[config.mk]
export PLATFORM = sky130hd
export DESIGN_NAME = mem_ctrl
export DESIGN_NICKNAME = d
export VERILOG_FILES = /design/src/rtl/mem_ctrl.sv
export SDC_FILE = /design/constraint.sdc
export NUM_CORES = 1
export LEC_CHECK = 0
export ABC_AREA = 1
export CAP_MARGIN = 20
export CORE_UTILIZATION = 50
export DETAILED_ROUTE_END_ITERATION = 16
export HOLD_SLACK_MARGIN = 0.08
export PLACE_DENSITY = 0.73
export SYNTH_ARGS = -nofsm -noshare
export SYNTH_HDL_FRONTEND = slang
export SYNTH_SLANG_ARGS = --single-unit
[constraint.sdc]
create_clock -name clk -period 2 [get_ports clk]
set_input_delay 0.5 -clock clk [delete_from_list [all_inputs] [get_ports clk]]
set_output_delay 0.5 -clock clk [all_outputs]
set_load 0.02 [all_outputs]
[src/rtl/mem_ctrl.sv]
// mem_ctrl: sequences byte-wide RAM transfers for MEM-stage loads/stores, returns extended load data.
// Optional misalignment trap when MEM_CTRL_ALIGN_CHK_EN is defined.
module mem_ctrl #(
    parameter int ADDR_W     = 32,
    parameter int RAM_RD_LAT = 1
) (
    input  logic              clk,
    input  logic              rst,
    input  logic              req_i,
    input  logic              we_i,
    input  logic [1:0]        size_i,
    input  logic              sext_i,
    input  logic [ADDR_W-1:0] addr_i,
    input  logic [31:0]       wdata_i,
    output logic              busy_o,
    output logic              done_o,
    output logic [31:0]       rdata_o,
    output logic              err_o,
    output logic [ADDR_W-1:0] mem_a,
    output logic [7:0]        mem_dout,
    output logic              mem_wr,
    input  logic [7:0]        mem_din
);
    typedef enum logic [1:0] {IDLE, LOAD, STORE, DONE} state_t;
    localparam logic [2:0] LAT = 3'(RAM_RD_LAT);
    state_t state;
    logic [31:0] wd_q, rbuf, ld_bytes, ld_val;
    logic [2:0] n_q, icnt, rcnt, t, n_in;
    logic sx_q;
    assign n_in = size_i == 2'b00 ? 3'd1 : size_i == 2'b01 ? 3'd2 : 3'd4;
`ifdef MEM_CTRL_ALIGN_CHK_EN
    logic mis;
    assign mis = (size_i == 2'b01 && addr_i[0]) || (size_i[1] && addr_i[1:0] != 2'b00);
`else
    assign err_o = 1'b0;
`endif
    // the byte arriving this cycle is merged in so the final byte can complete the word directly
    always_comb begin
        ld_bytes = rbuf;
        ld_bytes[{rcnt[1:0], 3'b000} +: 8] = mem_din;
        ld_val = n_q == 3'd1 ? {{24{sx_q & ld_bytes[7]}}, ld_bytes[7:0]}
               : n_q == 3'd2 ? {{16{sx_q & ld_bytes[15]}}, ld_bytes[15:0]} : ld_bytes;
    end
    always_ff @(posedge clk) begin
        if (rst) begin
            state    <= IDLE;
            busy_o   <= 1'b0;
            done_o   <= 1'b0;
            rdata_o  <= '0;
            mem_a    <= '0;
            mem_dout <= '0;
            mem_wr   <= 1'b0;
            wd_q     <= '0;
            rbuf     <= '0;
            n_q      <= '0;
            icnt     <= '0;
            rcnt     <= '0;
            t        <= '0;
            sx_q     <= 1'b0;
`ifdef MEM_CTRL_ALIGN_CHK_EN
            err_o    <= 1'b0;
`endif
        end else begin
            case (state)
                IDLE: if (req_i) begin
                    busy_o <= 1'b1;
                    n_q    <= n_in;
                    sx_q   <= sext_i;
                    wd_q   <= wdata_i;
                    icnt   <= 3'd1;
                    rcnt   <= '0;
                    t      <= 3'd1;
                    rbuf   <= '0;
`ifdef MEM_CTRL_ALIGN_CHK_EN
                    if (mis) begin
                        done_o <= 1'b1;
                        err_o  <= 1'b1;
                        state  <= DONE;
                    end else
`endif
                    begin
                        mem_a  <= addr_i;
                        mem_wr <= we_i;
                        state  <= we_i ? STORE : LOAD;
                        if (we_i) mem_dout <= wdata_i[7:0];
                    end
                end
                STORE: if (icnt < n_q) begin
                    mem_a    <= mem_a + ADDR_W'(1);
                    mem_dout <= wd_q[{icnt[1:0], 3'b000} +: 8];
                    icnt     <= icnt + 3'd1;
                end else begin
                    mem_wr <= 1'b0;
                    done_o <= 1'b1;
                    state  <= DONE;
                end
                LOAD: begin
                    t <= t + 3'd1;
                    if (icnt < n_q) begin
                        mem_a <= mem_a + ADDR_W'(1);
                        icnt  <= icnt + 3'd1;
                    end
                    if (t > LAT) begin
                        rbuf <= ld_bytes;
                        rcnt <= rcnt + 3'd1;
                        if (rcnt == n_q - 3'd1) begin
                            rdata_o <= ld_val;
                            done_o  <= 1'b1;
                            state   <= DONE;
                        end
                    end
                end
                default: begin
                    done_o <= 1'b0;
                    busy_o <= 1'b0;
`ifdef MEM_CTRL_ALIGN_CHK_EN
                    err_o  <= 1'b0;
`endif
                    state  <= IDLE;
                end
            endcase
        end
    end
endmodule

==> results.py <==
metrics = {
    "clocking": {
        "cts_root_buf": "clkbuf_16",
        "cts_buffers": 17,
        "clk_pin_slew_ns": 0.06,
        "cts_buffer_depth": 2,
        "cts_tree": "yes",
        "clock_insertion_delay_worst_skew_ns": 0.43,
        "clock_sinks": 154,
        "cts_hold_buffers": 0,
        "htreeDepth": 4,
    },
    "placement": {
        "dp_cells": 1648,
        "dp_hpwl_um": 16700,
        "dp_slack_ns": -0.0251,
        "routabilityCongestion": 0.957,
        "numPortBuffers": 153,
        "placed_cell_area_um2": 10600,
    },
    "detailed_routing": {
        "wl_per_cell_um": 14.2,
        "antenna_left": 0,
        "drt_iter0_drc": 804,
        "via_count": 8798,
        "finalWirelength_um": 23900,
        "route.detailed.drc": 0,
        "first_pass_iters": 5,
        "viasPerCell": 5.23,
    },
    "synthesis": {
        "async_reset_ff_share_pct": 0,
        "syn_avg_cell_area_um2": 6.69,
        "ys_ff_latch": 154,
        "synthFlopType": "dfxtp_1",
        "yosys.cell_types.count": 50,
        "synth_area_um2": 8620,
        "synth_nets": 1386,
        "yosysWarningCount": 0,
        "synthCells": 1289,
        "synth_edf_count": 0,
        "ys_seq_area_share_pct": 35.8,
    },
    "cells_and_area": {
        "fin_nets": 1547,
        "final_cells": 1683,
        "n_fill_cell": 1482,
        "ff_latch_area_um2": 3080,
        "multi_input_area_um2": 4720,
        "post-route-util_pct": 67.1,
        "area_growth_pct": 30.1,
        "num_antenna_cells": 0,
        "layout-drive-gt1-share_pct": 14.6,
        "fin_area_um2": 11200,
    },
    "setup_path": {
        "cp.required_ns": 1.50,
        "crit_fanout": 4,
        "path_buf_inv": 1,
        "cpPeakStageDelay_ns": 0.63,
        "r2r_cells": 8,
        "crit_family": "buffers and inverters",
        "critPathKind": "reg2out",
        "worstPathArrival_ns": 1.46,
        "crit_path_top_delay_cell": "clkdlybuf4s50_1",
        "r2r-end": "rdata_o[10]",
        "end_kind": "primary output",
        "setup.worst_path.end": "mem_a[31]",
        "crit_start": "mem_a[31]",
        "worst-path-stages": 1,
        "r2r_start": "rcnt[1]",
        "cp-start-kind": "register",
        "crit_chain": "clkdlybuf4s50_1",
        "reg2reg_slack_ns": 0.14,
    },
    "grt": {
        "grt_pass1_wl_um": 38500,
        "track_usage_pct": 26.9,
        "grt_max_degree": 75,
        "grt_remaining_overflow": 0,
        "grt_pass1_vias": 7684,
        "antenna_found_initial": 0,
    },
    "floorplanning": {
        "die-width_um": 133,
        "core.rowCount": 47,
        "io_pins": 155,
        "start_util_pct": 51.6,
        "dieArea_um2": 17800,
        "core_area_um2": 16700,
        "die_y_um": 133,
    },
    "sta": {
        "fin_crit_sh_pct": 97.8,
        "fin_hold_ws_ns": 0.464,
        "hold_viol": 0,
        "setup_viol": 0,
        "fmax_mhz": 511,
        "finalCriticalPeriod_ns": 1.96,
        "grt_setup_unrepaired": "false",
        "final-max-slew-violation-count": 0,
        "setup_slack_ns": 0.0442,
        "totalNegativeSetupSlack_ns": 0,
        "finClkSkew_ns": 0.00690,
    },
    "run": {
        "maxCapViolations": 0,
    },
    "worst_hold_path": {
        "min_path_cells": 2,
        "hp-class": "reg2reg",
    },
    "power": {
        "power_density_nw_per_um2": 1230,
        "p_total_mw": 13.8,
        "vdd_ir_drop_max_mv": 0.808,
        "leakage_nw": 4.52,
    },
    "run_status": {
        "status": "complete, no violations",
    },
}
[cell families (layout without fill, tap and decap cells)]
| family | count (synthesis) | count (layout) | share of synthesized area, % |
|---|---|---|---|
| buffers and inverters | 187 | 361 | 9.90 |
| adder cells (fa/ha/maj) | 18 | 18 | 2.61 |
| other | 1 | 1 | 0.0435 |
| XOR/XNOR | 5 | 5 | 0.508 |
| AO/OA/AOI/OAI | 270 | 270 | 18.5 |
| flip-flops | 154 | 154 | 35.8 |
| AND/OR/NAND/NOR | 654 | 654 | 32.6 |
[report_power, final]
| group | internal [mW] | switching (mW) |
|---|---|---|
| combinational | 2.47 | 3.83 |
| sequential | 3.66 | 0.586 |
| clock | 1.87 | 1.41 |
| total | 8.00 | 5.83 |
[registers in the layout (all words and copies together), names as in the netlist, 3 cells and up]
| name | count |
|---|---|
| mem_a | 32 |
| rbuf | 32 |
| rdata_o | 32 |
| wd_q | 32 |
| mem_dout | 8 |
| icnt | 3 |
| n_q | 3 |
| rcnt | 3 |
| t | 3 |
[metal layers]
| layer | vias to the layer above | global-route usage (%) | share of wire [%] |
|---|---|---|---|
| met5 | - | 0 | 0 |
| met1 | 3998 | 38.2 | 47 |
| li1 | 4441 | - | - |
| met3 | 35 | 4.68 | 6.5 |
| met4 | 0 | 8.52 | 1.6 |
| met2 | 324 | 41.4 | 45 |
[repair_timing]
item,4_1_cts,5_1_grt
setup buffers,0,3
pin swaps,0,1
endpoints found under the setup margin,21,66
resized for setup,21,18
[synthesized netlist by cell type, types with 7 or more instances]
cell type	number	area share [%]
nand2_1	357	16
a21oi_1	74	4.3
nand2_4	7	0.91
buf_6	7	0.91
o21ai_1	7	0.41
o22ai_1	15	1.1
nand3_1	49	2.8
dfxtp_1	154	36
o21ai_0	107	6.2
nor2_2	15	1.1
clkbuf_1	27	1.2
a21oi_2	39	4.0
buf_4	8	0.70
a31oi_1	9	0.65
nand2_2	32	2.3
buf_2	18	1.0
ha_1	18	2.6
nor2_1	170	7.4
o211ai_1	9	0.78
inv_1	110	4.8
[worst min-delay path by stage]
stage | startpoint | to | slack (ns)
6_report | rbuf[15] | rbuf[15] | 0.46
3_5_place_dp | rbuf[26] | rbuf[26] | 0.45
3_3_place_gp | done_o | done_o | 0.45
2_1_floorplan | rbuf[18] | rbuf[18] | 0.44
5_1_grt | rbuf[20] | rbuf[20] | 0.48
4_1_cts | rbuf[27] | rbuf[27] | 0.46
[cells in the final DEF (no fill, tap or decap), types with 3 or more instances in the layout]
cell / n
nand2_1: 357
o211ai_1: 9
inv_4: 3
ha_1: 17
nand2_2: 32
dlymetal6s2s_1: 7
o22ai_1: 11
a21oi_2: 40
nand3b_1: 3
o21ai_0: 104
o22ai_2: 4
a21oi_1: 73
dlygate4sd2_1: 21
buf_4: 47
xor2_1: 3
o21ai_1: 10
dfxtp_1: 154
buf_12: 11
nand3_1: 49
inv_2: 4
nand3_2: 3
clkbuf_16: 17
nand2_4: 7
nor2_1: 170
nor2_4: 3
nand4_1: 3
inv_1: 109
a31oi_1: 9
o21bai_1: 4
clkinv_2: 4
inv_6: 4
clkdlybuf4s50_1: 124
nor2_2: 15
[final cells by class]
| cell class | count | share of cell area, % |
|---|---|---|
| timing repair buffer | 210 | 18.6 |
| multi-input combinational | 948 | 42.1 |
| clock buffer | 17 | 3.79 |
| tap | 220 | 2.45 |
| sequential | 154 | 27.5 |
| inverter | 119 | 4.06 |
| clock inverter | 15 | 1.47 |
[tightest hold or removal path, stage by stage, from the launching register on]
cell     delay [ns]
dfxtp_1        0.32
nand2_2        0.07
a21oi_2        0.04
Power figures use the tool's default switching activity.
